===== src/rtl/mux_2to1.sv =====
// mux_2to1: two-input word multiplexer for datapath source selection
// (ALU operand, PC-next, write-back).
//
// Ports:
//   clk        rising-edge clock, used only by the registered outputs
//   reset      asynchronous active-high reset, clears the registered outputs only
//   dataA      word selected when select = 0
//   dataB      word selected when select = 1
//   select     source select
//   muxOut     combinational result
//   muxOutReg  muxOut registered on clk
//   selectReg  select registered on clk
module mux_2to1 #(
    parameter int unsigned SIZE = 32
) (
    input  logic            clk,
    input  logic            reset,
    input  logic [SIZE-1:0] dataA,
    input  logic [SIZE-1:0] dataB,
    input  logic            select,
    output logic [SIZE-1:0] muxOut,
    output logic [SIZE-1:0] muxOutReg,
    output logic            selectReg
);

    // Plain ?: so an unknown select yields the bits where both words agree.
    assign muxOut = select ? dataB : dataA;

    always_ff @(posedge clk or posedge reset) begin
        if (reset) begin
            muxOutReg <= '0;
            selectReg <= 1'b0;
        end else begin
            muxOutReg <= muxOut;
            selectReg <= select;
        end
    end

endmodule


===== config.mk =====
export PLATFORM = sky130hd
export DESIGN_NAME = mux_2to1
export DESIGN_NICKNAME = d
export VERILOG_FILES = /design/src/rtl/mux_2to1.sv
export SDC_FILE = /design/constraint.sdc
export NUM_CORES = 1
export LEC_CHECK = 0
export BUFFER_PORTS_ARGS = -buffer_cell sky130_fd_sc_hd__buf_2
export CORE_MARGIN = 3
export CORE_UTILIZATION = 39
export DETAILED_ROUTE_END_ITERATION = 10
export PLACE_DENSITY = 0.92
export SLEW_MARGIN = 20
export SYNTH_ARGS = -nofsm -noshare
export SYNTH_HDL_FRONTEND = slang
export SYNTH_SLANG_ARGS = --single-unit

===== constraint.sdc =====
create_clock -name clk -period 2.8 [get_ports clk]
set_clock_uncertainty 0.15 [all_clocks]
set_input_delay 0.28 -clock clk [delete_from_list [all_inputs] [get_ports clk]]
set_output_delay 0.28 -clock clk [all_outputs]
set_load 0.02 [all_outputs]

### Yosys cells after proc, flatten, opt, wreduce, memory -nomap -nowiden

Cells that the tools add are included.

* register bits: 33
* bits of input ports: 67
* output and inout port bits: 65
* logic and storage cells: 3

* muxes and demuxes: 1

Operator list (number)
* 2-to-1 mux 32 bit: 1

### Longest topological paths before layout

* word-level depth: 1
* depth in mapped cells: 3
* gate-level depth less buffers: 1

### Worst setup path before layout

No wires, ideal clock.

* path type: input to output
* start: input select
* end: output muxOut[0]
* data arrival time: 0.873 ns
* data required time: 2.370 ns
* slack: 1.497 ns
* stages on the path: 3
* path buffers: 2
* cells stage by stage: buf_6 > buf_12 > mux2_4

* longest elaborated chain between the ends: 1

RTL lines
* start: declaration: line 20 `input logic select,`
* 2-to-1 mux 32 bit: line 27 `assign muxOut = select ? dataB : dataA;`
* end: declaration: line 21 `output logic [SIZE-1:0] muxOut,`

Every way passes these cells.

### Worst setup path in the final report

* start: input select
* end: output muxOut[22]

The elaborated chain is that of the path after synthesis.

==> results.sh <==
export IMPL_die_area_mm2=0.00427
export IMPL_hp_class="in2reg"
export IMPL_drt_first_pass_iters=4
export IMPL_ir_drop_v=0.000276
export IMPL_setup_worst_path_end="muxOut[22]"
export IMPL_rows=20
export IMPL_viasPerCell=4.33
export IMPL_slew_viol_final=0
export IMPL_tritoncts="done"
export IMPL_status="finished, final reports clean"
export IMPL_syn2layout_area_growth_pct=53.3
export IMPL_p_seq_frac=0.475
export IMPL_nNetsFinal=274
export IMPL_clockBufferDepth=2
export IMPL_use_met2=0.310
export IMPL_drc_errors=0
export IMPL_dp_cells=243
export IMPL_p_int_mw=0.767
export IMPL_syn_area_mm2=0.00137
export IMPL_synth_cells=70
export IMPL_die_w_um=65.4
export IMPL_finalCritPeriodShare=0.662
export IMPL_leakage_nw=1.21
export IMPL_cp_max_fo=19
export IMPL_portBuffers=131
export IMPL_post_drt_wl_per_cell_um=13.9
export IMPL_n_fill_cell=264
export IMPL_h_tree_depth=2
export IMPL_critPathLaunch="select"
export IMPL_slew_headroom=0.615
export IMPL_hold_violations=0
export IMPL_pwr_share_comb=0.284
export IMPL_grt_use_met1=0.164
export IMPL_p_switching_mw=0.326
export IMPL_vias=1088
export IMPL_utilization=0.657
export IMPL_antenna_cells=0
export IMPL_setup_violations=0
export IMPL_grt_pass1_vias=1195
export IMPL_postCtsSetupRepairBufs=0
export IMPL_max_stage_delay_ns=0.39
export IMPL_tightestPinTransition_ns=0.577
export IMPL_grt_usage=0.174
export IMPL_synth_avg_cell_area_um2=19.6
export IMPL_crit_top_cell="buf_2"
export IMPL_ys_types=6
export IMPL_cpMaxStageDelayCell="buf_2"
export IMPL_io_pins=132
export IMPL_start_kind="input port"
export IMPL_final_common_cell="buf_2"
export IMPL_maxCapViolations=0
export IMPL_clkTransAtPathRegs_ns=0.09
export IMPL_power_density_mw_per_mm2=519
export IMPL_dpl_cell_area_mm2=0.00204
export IMPL_grt_pass1_wl_um=5450
export IMPL_worstPathRequired_ns=2.37
export IMPL_stdcell_area_mm2=0.00211
export IMPL_pwr_share_clk=0.241
export IMPL_fp_coreArea_mm2=0.00320
export IMPL_cts_hold_buf=1
export IMPL_post_cts_resized=0
export IMPL_crit_chain="buf_2 -> buf_12 -> mux2_4 -> buf_2"
export IMPL_period_minus_slack_ns=1.85
export IMPL_yosysSeqAreaShare=0.601
export IMPL_layout_common_cells="buf_2, dfrtp_1, mux2_4"
export IMPL_p_sw_frac=0.298
export IMPL_drt_total_wl_um=3500
export IMPL_grt_overflow=0
export IMPL_postRouteAntennaNets=0
export IMPL_synth_warnings=0
export IMPL_drt_initial_drc_count=27
export IMPL_drive_gt1_frac=0.826
export IMPL_end_kind="output pin"
export IMPL_antenna_found_initial=0
export IMPL_die_h_um=65.4
export IMPL_clock_sinks=33
export IMPL_rsz0062_at_grt="false"
export IMPL_busiest_layer="met2"
export IMPL_globalplace_congestion=0.710
export IMPL_ys_ff_latch=33
export IMPL_final_instance_count_excl_fill=251
export IMPL_fmax_ghz=0.540
export IMPL_root_buffer="clkbuf_4"
export IMPL_cp_arrival_ns=1.42
export IMPL_multi_input_area_um2=473
export IMPL_numCtsBuffers=5
export IMPL_grt_max_degree=20
export IMPL_regArea_um2=826
export IMPL_tns_ns=0
export IMPL_use_met3=0.0889
export IMPL_crit_type="in2out"
export IMPL_start_util=0.429
export IMPL_synthesis_nets=137
layout make-up:
type / count / area share
clock buffer: 7 / 0.0261
inverter: 1 / 0.00178
multi-input combinational: 32 / 0.225
sequential: 33 / 0.392
tap: 44 / 0.0261
timing repair buffer: 134 / 0.329
synthesized netlist by cell type, drive strengths merged:
master,instances,area [µm²]
buf,4,71.3
dfrtp,33,826
mux2,32,473
inv,1,3.75
how the worst min path moves through the flow:
stage,cells past startpoint,start,endpoint,slack (ns)
after floorplan,0,select,selectReg,0.16
after global placement,2,reset,muxOutReg[19],0.23
after detailed placement,2,reset,muxOutReg[19],0.23
after CTS,2,dataA[28],muxOutReg[28],0.03
after global routing,2,dataA[28],muxOutReg[28],0.02
final,2,dataA[28],muxOutReg[28],0.04
registers in the layout, summed over array words and instances (netlist names):
signal	cells
selectReg	1
muxOutReg	32
per-stage QoR:
stage	hold WS [ns]	total power, mW	setup slack (ns)
3_3_place_gp	0.232	0.837	0.960
5_1_grt	0.0198	1.15	0.894
2_1_floorplan	0.161	0.724	1.50
3_5_place_dp	0.232	0.843	0.945
4_1_cts	0.0283	1.11	0.946
6_report	0.0419	1.09	0.947
cells by family (layout without fill, tap and decap cells):
kind of cell	Yosys count	count (layout)	share of synthesized area
DFF	33	33	0.601
muxes	32	32	0.344
buffers and inverters	5	142	0.0546
critical path, delay by kind of cell:
| kind | cells | cell delay, ns |
|---|---|---|
| mux | 1 | 0.32 |
| buf+inv | 3 | 0.80 |
per-layer routing:
layer | part of all wire | vias to the layer above
li1 | - | 513
met1 | 0.31 | 493
met2 | 0.53 | 75
met3 | 0.14 | 7
met4 | 0.016 | 0
met5 | 0 | -
power groups by stage:
stage	combinational (mW)	sequential (mW)	clock, mW
after floorplan	0.145	0.579	0
after global placement	0.309	0.528	0
after detailed placement	0.314	0.529	0
after CTS	0.316	0.520	0.272
after global routing	0.332	0.523	0.298
final	0.311	0.519	0.264
Power figures use the tool's default switching activity.
